**config.mk**
```make
export PLATFORM = sky130hd
export DESIGN_NAME = instruction_decode
export DESIGN_NICKNAME = d
export VERILOG_FILES = /design/src/rtl/instruction_decode.sv
export SDC_FILE = /design/constraint.sdc
export NUM_CORES = 1
export LEC_CHECK = 0
export CAP_MARGIN = 40
export CORE_MARGIN = 8
export CORE_UTILIZATION = 41
export DETAILED_ROUTE_END_ITERATION = 10
export PLACE_DENSITY = 0.81
export RECOVER_POWER = 100
export SYNTH_ARGS = -nofsm -noshare
export SYNTH_HDL_FRONTEND = slang
export SYNTH_SLANG_ARGS = --single-unit
```
**constraint.sdc**
```tcl
create_clock -name clock -period 1.7 [get_ports clock]
set_input_delay 0.34 -clock clock [delete_from_list [all_inputs] [get_ports clock]]
set_output_delay 0.34 -clock clock [all_outputs]
set_load 0.02 [all_outputs]
```
**src/rtl/instruction_decode.sv**
```systemverilog
// instruction_decode: IF/ID pipeline register with an RV64I field/immediate/control decoder.
// The fetched word is decoded combinationally on the way in and every output is registered,
// so execute sees results one cycle after the fetch handshake.
//
// Optional build macro: ILLEGAL_CHECK_EN
//   defined   -> unknown opcodes raise illegal and freeze the stage until flush or reset
//   undefined -> illegal is tied 0 and unknown opcodes flow through as control-free bubbles
//
// Ports
//   clock, reset        rising-edge clock, asynchronous active-low reset
//   if_valid/if_ready   fetch handshake (if_ready is combinational)
//   if_instruction/if_pc instruction word and its PC from fetch
//   ex_ready            execute consumes the held instruction
//   flush               kill the held instruction, drop the incoming one
//   id_*                registered pc/raw instruction/valid presented to execute
//   opcode..funct7      raw instruction fields
//   imm                 sign-extended immediate
//   reg_write..alu_src  control strobes
//   illegal             unsupported opcode flag
module instruction_decode #(
   parameter int unsigned     XLEN     = 64,
   parameter logic [XLEN-1:0] RESET_PC = 64'h0000_0000_0040_0000,
   parameter logic [31:0]     NOP_INSN = 32'h0000_0013
) (
   input  logic            clock,
   input  logic            reset,
   input  logic            if_valid,
   input  logic [31:0]     if_instruction,
   input  logic [XLEN-1:0] if_pc,
   output logic            if_ready,
   input  logic            ex_ready,
   input  logic            flush,
   output logic            id_valid,
   output logic [XLEN-1:0] id_pc,
   output logic [31:0]     id_instruction,
   output logic [6:0]      opcode,
   output logic [4:0]      rd,
   output logic [4:0]      rs1,
   output logic [4:0]      rs2,
   output logic [2:0]      funct3,
   output logic [6:0]      funct7,
   output logic [XLEN-1:0] imm,
   output logic            reg_write,
   output logic            mem_read,
   output logic            mem_write,
   output logic            branch,
   output logic            jump,
   output logic            alu_src,
   output logic            illegal
);

   localparam logic [6:0] OP_LOAD   = 7'b0000011;
   localparam logic [6:0] OP_IMM    = 7'b0010011;
   localparam logic [6:0] OP_IMM32  = 7'b0011011;
   localparam logic [6:0] OP_JALR   = 7'b1100111;
   localparam logic [6:0] OP_SYSTEM = 7'b1110011;
   localparam logic [6:0] OP_STORE  = 7'b0100011;
   localparam logic [6:0] OP_BRANCH = 7'b1100011;
   localparam logic [6:0] OP_LUI    = 7'b0110111;
   localparam logic [6:0] OP_AUIPC  = 7'b0010111;
   localparam logic [6:0] OP_JAL    = 7'b1101111;
   localparam logic [6:0] OP_R      = 7'b0110011;
   localparam logic [6:0] OP_R32    = 7'b0111011;

   logic [31:0]     insn;
   logic [XLEN-1:0] imm_i, imm_s, imm_b, imm_u, imm_j;
   logic [XLEN-1:0] imm_dec;
   logic            rw_dec, mr_dec, mw_dec, br_dec, jp_dec, as_dec, ill_dec;

   logic            id_valid_q, id_valid_d;
   logic [XLEN-1:0] id_pc_q, id_pc_d;
   logic [31:0]     id_insn_q, id_insn_d;
   logic [6:0]      opcode_q, opcode_d;
   logic [4:0]      rd_q, rd_d, rs1_q, rs1_d, rs2_q, rs2_d;
   logic [2:0]      funct3_q, funct3_d;
   logic [6:0]      funct7_q, funct7_d;
   logic [XLEN-1:0] imm_q, imm_d;
   logic [5:0]      ctl_q, ctl_d;
   logic            illegal_q, illegal_d;
   logic            accept;

   assign insn  = if_instruction;
   assign imm_i = {{(XLEN-12){insn[31]}}, insn[31:20]};
   assign imm_s = {{(XLEN-12){insn[31]}}, insn[31:25], insn[11:7]};
   assign imm_b = {{(XLEN-13){insn[31]}}, insn[31], insn[7], insn[30:25], insn[11:8], 1'b0};
   assign imm_u = {{(XLEN-32){insn[31]}}, insn[31:12], 12'h000};
   assign imm_j = {{(XLEN-21){insn[31]}}, insn[31], insn[19:12], insn[20], insn[30:21], 1'b0};

   always_comb begin
      imm_dec = '0;
      rw_dec  = 1'b0;
      mr_dec  = 1'b0;
      mw_dec  = 1'b0;
      br_dec  = 1'b0;
      jp_dec  = 1'b0;
      as_dec  = 1'b0;
      ill_dec = 1'b0;
      case (insn[6:0])
         OP_LOAD:          begin imm_dec = imm_i; rw_dec = 1'b1; mr_dec = 1'b1; as_dec = 1'b1; end
         OP_IMM, OP_IMM32: begin imm_dec = imm_i; rw_dec = 1'b1; as_dec = 1'b1; end
         OP_JALR:          begin imm_dec = imm_i; rw_dec = 1'b1; jp_dec = 1'b1; as_dec = 1'b1; end
         OP_SYSTEM:        begin imm_dec = imm_i; as_dec = 1'b1; end
         OP_STORE:         begin imm_dec = imm_s; mw_dec = 1'b1; as_dec = 1'b1; end
         OP_BRANCH:        begin imm_dec = imm_b; br_dec = 1'b1; end
         OP_LUI, OP_AUIPC: begin imm_dec = imm_u; rw_dec = 1'b1; as_dec = 1'b1; end
         OP_JAL:           begin imm_dec = imm_j; rw_dec = 1'b1; jp_dec = 1'b1; as_dec = 1'b1; end
         OP_R, OP_R32:     begin rw_dec = 1'b1; end
         default: begin
`ifdef ILLEGAL_CHECK_EN
            ill_dec = 1'b1;
`else
            ill_dec = 1'b0;
`endif
         end
      endcase
      // writes to x0 are architecturally discarded, so never request them
      if (insn[11:7] == 5'd0) rw_dec = 1'b0;
   end

   // an illegal instruction parks in the stage: nothing leaves, nothing enters
   assign if_ready = !illegal_q && (!id_valid_q || ex_ready);
   assign accept   = if_valid && if_ready;

   always_comb begin
      id_valid_d = id_valid_q;
      id_pc_d    = id_pc_q;
      id_insn_d  = id_insn_q;
      opcode_d   = opcode_q;
      rd_d       = rd_q;
      rs1_d      = rs1_q;
      rs2_d      = rs2_q;
      funct3_d   = funct3_q;
      funct7_d   = funct7_q;
      imm_d      = imm_q;
      ctl_d      = ctl_q;
      illegal_d  = illegal_q;
      if (flush) begin
         // pc is kept so the killed slot still reports where it was
         id_valid_d = 1'b0;
         id_insn_d  = NOP_INSN;
         opcode_d   = '0;
         rd_d       = '0;
         rs1_d      = '0;
         rs2_d      = '0;
         funct3_d   = '0;
         funct7_d   = '0;
         imm_d      = '0;
         ctl_d      = '0;
         illegal_d  = 1'b0;
      end else if (accept) begin
         id_valid_d = 1'b1;
         id_pc_d    = if_pc;
         id_insn_d  = insn;
         opcode_d   = insn[6:0];
         rd_d       = insn[11:7];
         rs1_d      = insn[19:15];
         rs2_d      = insn[24:20];
         funct3_d   = insn[14:12];
         funct7_d   = insn[31:25];
         imm_d      = imm_dec;
         ctl_d      = {rw_dec, mr_dec, mw_dec, br_dec, jp_dec, as_dec};
         illegal_d  = ill_dec;
      end else if (id_valid_q && ex_ready && !illegal_q) begin
         id_valid_d = 1'b0;
      end
   end

   always_ff @(posedge clock or negedge reset) begin
      if (!reset) begin
         id_valid_q <= 1'b0;
         id_pc_q    <= RESET_PC;
         id_insn_q  <= NOP_INSN;
         opcode_q   <= '0;
         rd_q       <= '0;
         rs1_q      <= '0;
         rs2_q      <= '0;
         funct3_q   <= '0;
         funct7_q   <= '0;
         imm_q      <= '0;
         ctl_q      <= '0;
         illegal_q  <= 1'b0;
      end else begin
         id_valid_q <= id_valid_d;
         id_pc_q    <= id_pc_d;
         id_insn_q  <= id_insn_d;
         opcode_q   <= opcode_d;
         rd_q       <= rd_d;
         rs1_q      <= rs1_d;
         rs2_q      <= rs2_d;
         funct3_q   <= funct3_d;
         funct7_q   <= funct7_d;
         imm_q      <= imm_d;
         ctl_q      <= ctl_d;
         illegal_q  <= illegal_d;
      end
   end

   assign id_valid       = id_valid_q;
   assign id_pc          = id_pc_q;
   assign id_instruction = id_insn_q;
   assign opcode         = opcode_q;
   assign rd             = rd_q;
   assign rs1            = rs1_q;
   assign rs2            = rs2_q;
   assign funct3         = funct3_q;
   assign funct7         = funct7_q;
   assign imm            = imm_q;
   assign {reg_write, mem_read, mem_write, branch, jump, alu_src} = ctl_q;
   assign illegal        = illegal_q;

endmodule

```
==> impl_metrics.json <==
{
  "synth_area_leaders": "dfrtp_1 (55%), mux2_2 (12%), buf_4 (8.6%)",
  "ys_ff_latch": 138,
  "rows": 44,
  "syn_nets": 657,
  "crit_required_ns": 2.03,
  "yosysUniqueCellTypes": 42,
  "p_seq_share_pct": 38.8,
  "clock_latency_ns": 0.42,
  "ff2ff_setup_slack_ns": 0.05,
  "start_util_pct": 42.1,
  "skew_ns": 0.00527,
  "dr.first_iter.drc_count": 343,
  "path_common_cell": "buf_4",
  "use_met1_pct": 23.1,
  "design_area_mm2": 0.00983,
  "grt_max_degree": 43,
  "clk_pin_slew_ns": 0.06,
  "synthXorXnorAreaFrac_pct": 0.143,
  "syn_area_mm2": 0.00614,
  "synth_top_family_by_area": "multiplexers",
  "clockRootBuffer": "clkbuf_16",
  "holdWs_ns": 0.400,
  "p_per_area_mw_per_mm2": 990,
  "async_reset_ff_share_pct": 100,
  "netlist.top_cell.by_area": "dfrtp_1",
  "synth_ff_type": "dfrtp_1",
  "final-seq-area_mm2": 0.00346,
  "first_global_vias": 6092,
  "dr.pass1.iters": 5,
  "hpwl_um": 16300,
  "power_frac_comb_pct": 21.1,
  "synth-simple-area-share_pct": 10.1,
  "port-buffer-count": 300,
  "multi_input_area_mm2": 0.00210,
  "nFillCells": 1121,
  "route.detailed.drc": 0,
  "via_per_inst": 5.09,
  "num_io_pins": 302,
  "cts_inserted_buffers": 17,
  "reg2reg_depth": 6,
  "syn2layout_area_growth_pct": 60.2,
  "placed_area_mm2": 0.00936,
  "clkPwrFrac_pct": 40.0,
  "maxCapViolations": 0,
  "numClockSinks": 138,
  "crit_path_start": "if_instruction[4]",
  "synthCells": 556,
  "routed_wl_um": 21600,
  "antenna_found_initial": 0,
  "drv_slew": 0,
  "rsz0062_at_grt": "yes",
  "irDropWorstVdd_mv": 0.720,
  "hold_path.class": "in2reg",
  "grt_pass1_wl_um": 33700,
  "worstMarginPinSlew_ns": 0.875,
  "power.switching_mw": 2.85,
  "cts_buffer_depth": 2,
  "synth_edf_count": 0,
  "gp_congestion": 0.876,
  "synth.area.mux_share_pct": 11.7,
  "total_power_mw": 9.73,
  "finalCritPeriodShare_pct": 99.4,
  "top_usage_layer": "met2",
  "avgSynthCellArea_um2": 11.0,
  "fmax_mhz": 592,
  "yosysWarnings": 0,
  "nets": 957,
  "grt_overflow": 0,
  "path_cells": "clkdlybuf4s50_1 > buf_6 > buf_4 > nand2b_1 > buf_4 > nor3_1 > buf_4 > a21oi_1 > o21ai_1",
  "vias": 5366,
  "critPathArrivalTime_ns": 2.02,
  "swShare_pct": 29.2,
  "cp-start-kind": "input port",
  "grt_use_met3_pct": 10.0,
  "drive_gt1_share_pct": 22.6,
  "setup_viol": 0,
  "synth_compound_area_share_pct": 11.0,
  "instances_no_fill": 1054,
  "synth_top_area_share_pct": 54.6,
  "finalHoldViolations": 0,
  "r2r-end": "id_pc[23]",
  "coreArea_mm2": 0.0146,
  "cts_tree": "done",
  "h-tree-depth": 4,
  "die_x_um": 138,
  "dpl.cell_count": 1016,
  "met2_usage_pct": 38.1,
  "ys_seq_area_share_pct": 56.4,
  "slowest_delay_ns": 0.47,
  "antenna_left": 0,
  "fin_crit_ns": 1.69,
  "final_common_cell": "dlygate4sd2_1",
  "grtUsageTotal_pct": 22.1,
  "worstSetupPathType": "in2reg",
  "final_cell_mix": "dlygate4sd2_1 (197), dfrtp_1 (134), nand2_1 (103)",
  "slew_headroom_pct": 41.7,
  "internal-power_mw": 6.89,
  "synthAdderAreaFrac_pct": 0,
  "status": "completed",
  "die_area_mm2": 0.0191,
  "cp_slowest_cell": "clkdlybuf4s50_1",
  "avgRoutedWirePerCell_um": 20.5,
  "endpoint": "imm[21]",
  "end_kind": "register",
  "worstReg2RegStart": "id_valid",
  "critPathMaxFanout": 14,
  "die_h_um": 138,
  "p_leak_nw": 4.84
}
## metal layers
metal  wire (um)  vias up  share of wire (%)
met2       11100      275                 51
met5           0        -                  0
met4         401        0                1.9
met1        7930     2610                 37
met3        2200       36                 10
li1            -     2445                  -
## final cells by class
class / instances / area share [%]
antenna: 1 / 0.0255
multi-input combinational: 321 / 21.3
tap: 184 / 2.34
inverter: 3 / 0.115
clock buffer: 17 / 4.33
clock inverter: 15 / 1.91
sequential: 138 / 35.2
timing repair buffer: 375 / 34.8
## what timing repair did
action | 4_1_cts | 5_1_grt
buffers inserted | 0 | 3
gates cloned | 0 | 1
hold buffers | 1 | 0
hold endpoints to repair | 37 | 0
gates resized for setup | 206 | 16
pin swaps | 0 | 3
setup endpoints to repair | 210 | 73
## power groups by stage
stage          Combinational [mW]  Sequential (mW)  Clock, mW
2_1_floorplan               0.621             4.22          0
3_3_place_gp                 2.27             3.83          0
3_5_place_dp                 2.31             3.86          0
4_1_cts                      2.07             3.79       3.94
5_1_grt                      2.20             3.82       4.09
6_report                     2.06             3.78       3.89
## registers in the layout (all words and copies together), names as in the netlist
name and count:
id_pc 64, imm 32, opcode 3, ctl_q 6
id_valid 1, id_instruction 32
## worst min-delay path by stage
stage	startpoint	to	slack, ns	cells after the start
2_1_floorplan	reset	ctl_q[0]	0.04	0
3_3_place_gp	reset	id_instruction[21]	0.29	1
3_5_place_dp	reset	imm[19]	0.29	1
4_1_cts	reset	imm[20]	0.41	2
5_1_grt	if_instruction[5]	id_instruction[5]	0.42	4
6_report	if_instruction[5]	id_instruction[5]	0.40	4
## logic make-up after synthesis
kind of cell | count (synthesis)
XOR/XNOR | 1
other | 1
AND/OR/NAND/NOR | 139
AO/OA/AOI/OAI | 116
buffers and inverters | 97
multiplexers | 64
flip-flops | 138
## synthesized netlist by cell type, types with 2 or more instances
library cell / number
nor2b_1: 2
and2_1: 2
nand2b_1: 5
o21ai_1: 20
clkbuf_1: 14
dfstp_2: 4
a222oi_1: 4
o21ai_0: 3
nand2_1: 103
a22o_1: 8
buf_2: 7
dfrtp_1: 134
nand3_1: 2
a22oi_1: 2
a21oi_2: 5
mux2_2: 64
buf_6: 2
inv_1: 3
or3_1: 2
nor3_1: 5
a21oi_1: 67
nor4_1: 2
nor2_1: 7
nor3_2: 2
buf_4: 70
## worst max-delay path: cells and delay by family
family	cells	cell delay, ns
AOI/OAI and AO/OA	2	0.24
and+or+nand+nor	2	0.29
buffers and inverters	5	1.15
## per-stage QoR
step / setup WS (ns) / util [%] / TNS (ns)
after floorplan: 0.0119 / - / 0
after global routing: -0.0756 / 67.3 / -1.42
after CTS: 0.00156 / 66.8 / 0
after detailed placement: -0.542 / 64.2 / -39.08
final: 0.00960 / 67.4 / 0
after global placement: -0.382 / 64.2 / -36.20
(Power assumes the default switching activity.)
==> patch 1 (same flow settings) <==
`rs1_q` no longer has a reset.
--- a/src/rtl/instruction_decode.sv
+++ b/src/rtl/instruction_decode.sv
@@ -172,7 +172,6 @@
          id_insn_q  <= NOP_INSN;
          opcode_q   <= '0;
          rd_q       <= '0;
-         rs1_q      <= '0;
          rs2_q      <= '0;
          funct3_q   <= '0;
          funct7_q   <= '0;
@@ -185,7 +184,6 @@
          id_insn_q  <= id_insn_d;
          opcode_q   <= opcode_d;
          rd_q       <= rd_d;
-         rs1_q      <= rs1_d;
          rs2_q      <= rs2_d;
          funct3_q   <= funct3_d;
          funct7_q   <= funct7_d;
@@ -193,6 +191,10 @@
          ctl_q      <= ctl_d;
          illegal_q  <= illegal_d;
       end
+   end
+
+   always_ff @(posedge clock) begin
+      rs1_q <= rs1_d;
    end
 
    assign id_valid       = id_valid_q;
Function: changed (Yosys sat finds a counterexample within 4 cycles, from zero or initial values and one cycle with reset low).
==> patch 1 against the original RTL <==
  * Critical path depth fell by 1
  * Final area fell by 1.6%
  * Wire length fell by 0.28%
  * Global-route usage fell by 0.061 points
  * Largest cell class unchanged
  * Synthesized area rose by 1.7%
  * Total power barely moved
  * Sequential cell count rose by 5
  * Final cell count rose by 0.47%
  * Setup slack improved by 26 ps
==> patch 1: results (changes against the original RTL) <==
clk pwr 3.80 mW (-2%); Final Cycle Share 97.89% (-1.5 points); fin cells 1059 (+0.47%); GRT Total Usage 22.05% (-0.061 points); top cells by area, synth dfrtp_1, mux2_2, buf_4; Worst IR Drop VDD 0.6039 mV (-16%); via count of the first global-routing pass 5531 (-9.2%); Comb power frac 20.9% (-0.2 points); Met3 Wirelength 1.883 mm (-14%); routability cong. 0.8722 (-0.47%); outcome finished, final reports clean; Clock power frac 39.1% (-0.9 points); Pleak 4.615 nW (-4.7%); R2R depth 5 (-1); top sig layer met5; Net Switching 2.810 mW (-1.2%); grt met1 use 25.58% (+2.5 points); reg2reg end id_pc[3]; Syn Inst Count 567 (+2.0%); met2 Use GR 36.85% (-1.2 points); Layout Skew 5.473 ps (+0.1977 ps); Post-synth ARST share 96.50% (-3.5 points); Arrival @ worst endpoint 2000 ps (-20 ps); DPL Wire Length 16.51 mm (+1.2%); Vias 5318 (-0.89%); mux share of post-synthesis cell area 11.55% (-0.20 points); WHS Endpoint imm[4]; Nets 959 (+0.21%); DRT iter0 DRCs 420 (+22%)
## patch 1: cell count changes after synthesis, sizes merged
| cell | delta |
|---|---|
| clkbuf | -6 |
| a21oi | +5 |
| dfxtp | +5 |
| nand2 | +5 |
| buf | +2 |
| nand2b | -1 |
| or2b | +1 |
## patch 1: area by class of cell
cell class	instances	area, sq um
timing repair buffer	362	3143
sequential	143	3558
clock buffer	19	452.9
multi-input combinational	331	2113
clock inverter	13	153.9
tap	188	235.2
fill	1288	5365
inverter	3	11.26
## patch 1: worst max path at each step
stage | start | to | cells past startpoint
after floorplan | id_valid | id_pc[13] | 5
after global placement | if_instruction[6] | imm[13] | 6
after detailed placement | if_instruction[5] | imm[13] | 6
after CTS | if_instruction[6] | imm[13] | 6
after global routing | if_instruction[4] | ctl_q[0] | 7
final | if_instruction[2] | imm[25] | 8
## patch 1: timing repair
item	CTS	global route
resized for setup	201	73
setup endpoints to repair	203	58
hold endpoints to repair	32	0
hold buffers	1	0
==> patch 2 (config.mk and constraints unchanged) <==
Made on the original files. Change the parameter `NOP_INSN` from 32'h0000_0013 to 32'h00000009.
--- a/src/rtl/instruction_decode.sv
+++ b/src/rtl/instruction_decode.sv
@@ -20,7 +20,7 @@
 module instruction_decode #(
    parameter int unsigned     XLEN     = 64,
    parameter logic [XLEN-1:0] RESET_PC = 64'h0000_0000_0040_0000,
-   parameter logic [31:0]     NOP_INSN = 32'h0000_0013
+   parameter logic [31:0]     NOP_INSN = 32'h00000009
 ) (
    input  logic            clock,
    input  logic            reset,
Behaviour: not the same (a bounded check fails within 4 cycles, from zero or initial values and one cycle with reset low).
==> patch 2 against the original RTL <==
  * The run now ends with negative setup slack left
  * Critical path depth shrank 6
  * Clock power fell by 13%
  * Final area fell by 4.5%
  * Total power decreased by 8.9%
  * Final cell count rose by 1.9%
  * Wire length decreased by 9.0%
  * Clock skew rose by 4.7 ps
  * Register-to-register slack better by 40 ps
  * Fmax shrank 1.9%
  * Synthesized area shrank 1.6%
  * Sequential cell count decreased by 1
  * Die area decreased by 1.4%
  * Setup slack worse by 32 ps
  * Largest power group is now sequential cells
  * Highest routed layer unchanged
==> patch 2: results (changes against the original RTL) <==
Met3 Wirelength 2.084 mm (-5.4%); CP endpoint if_ready; outcome finished with violations; WL final 19.66 mm (-9.0%); pre-CTS setup slack -585.9 ps (-43.85 ps); Hold Path Depth 3 (-1); Syn Nets 704 (+7.2%); WL met2 9.493 mm (-14%); Layout Skew 9.988 ps (+4.713 ps); largest net degree at the start of global routing 66 (+53%); max reg flops 64 (unchanged); top cells by area, synth dfrtp_1, nand2_1, a22o_1; met2 Use GR 32.88% (-5.2 points); WHS Endpoint ctl_q[4]; post-cts resize count 208 (+0.97%); Max FO, Critical Path 5 (-9); Ys Warns 0 (unchanged); Sequential Area 3432 sq um (-0.76%); failing checks negative setup slack; R2R depth 5 (-1); worst reg-to-reg setup slack 90 ps (+40 ps); Arrival @ worst endpoint 1380 ps (-640 ps); setup TNS -22.60 ps (-22.60 ps); Sw Share 28.26% (-0.98 points); DR pass1 iterations 4 (-1); WL per Instance 18.30 microns (-11%); Nets 979 (+2.3%); dpl cell area 9161 sq um (-2.1%); GRT Total Usage 20.37% (-1.7 points); Vias 5299 (-1.2%); Slew headroom 37.24% (-4.4 points); Pleak 5.220 nW (+7.8%); Setup crit start ex_ready; post-synthesis area per instance 10.01 sq um (-9.3%); met3 Use GR 8.023% (-2.0 points); routability cong. 0.8123 (-7.3%); Reg power frac 41.6% (+2.8 points); Metal-1 WL 7.598 mm (-4.2%); worst setup margin -22.60 ps (-32.21 ps); via count of the first global-routing pass 5378 (-12%); final setup violation count 1 (+1); Comb power frac 20.1% (-1.0 points); Worst IR Drop VDD 0.6051 mV (-16%); sequential share of the synthesized area 56.84% (+0.48 points); Net Switching 2.506 mW (-12%); Hold Slack 411.2 ps (+10.77 ps); fillcell total 1232 (+9.9%); Commonest cells post-synth nand2_1, dfrtp_1, a22o_1, buf_4, clkbuf_1; DPL Wire Length 14.97 mm (-8.2%); reg2reg end imm[9]; grt met1 use 24.05% (+0.95 points); layout cells sized above 1 12.02% (-11 points); DRT iter0 DRCs 275 (-20%); wire length of the first global-routing pass 29.54 mm (-12%); Antenna diodes 0 (-1); Inst Count DP 1042 (+2.6%)
patch 2: changes by cell type in the layout (fill, tap and decap cells not counted), sizes merged, moves of 12 or more:
cell / before / now
a21o: 0 / 12
a21oi: 72 / 10
a22o: 8 / 67
buf: 69 / 47
clkbuf: 24 / 43
mux2: 64 / 1
nand2: 104 / 222
o21ai: 24 / 4
patch 2: layout make-up:
type                            count  area share (%)
Inverter                            1         0.04002
Clock inverter                      7          0.7470
Timing Repair Buffer              357           33.93
Tap cell                          184           2.454
Clock buffer                       24           5.029
Multi-Input combinational cell    364           21.21
Sequential cell                   137           36.59
patch 2: cells by family after synthesis:
group | count (synthesis) | synth area share [%]
buffers and inverters | 102 | 10.88
XOR/XNOR | 1 | 0.1451
AO/OA/AOI/OAI | 110 | 15.06
AND/OR/NAND/NOR | 250 | 16.60
other | 1 | 0.06210
flip-flops | 137 | 56.84
multiplexers | 2 | 0.4144
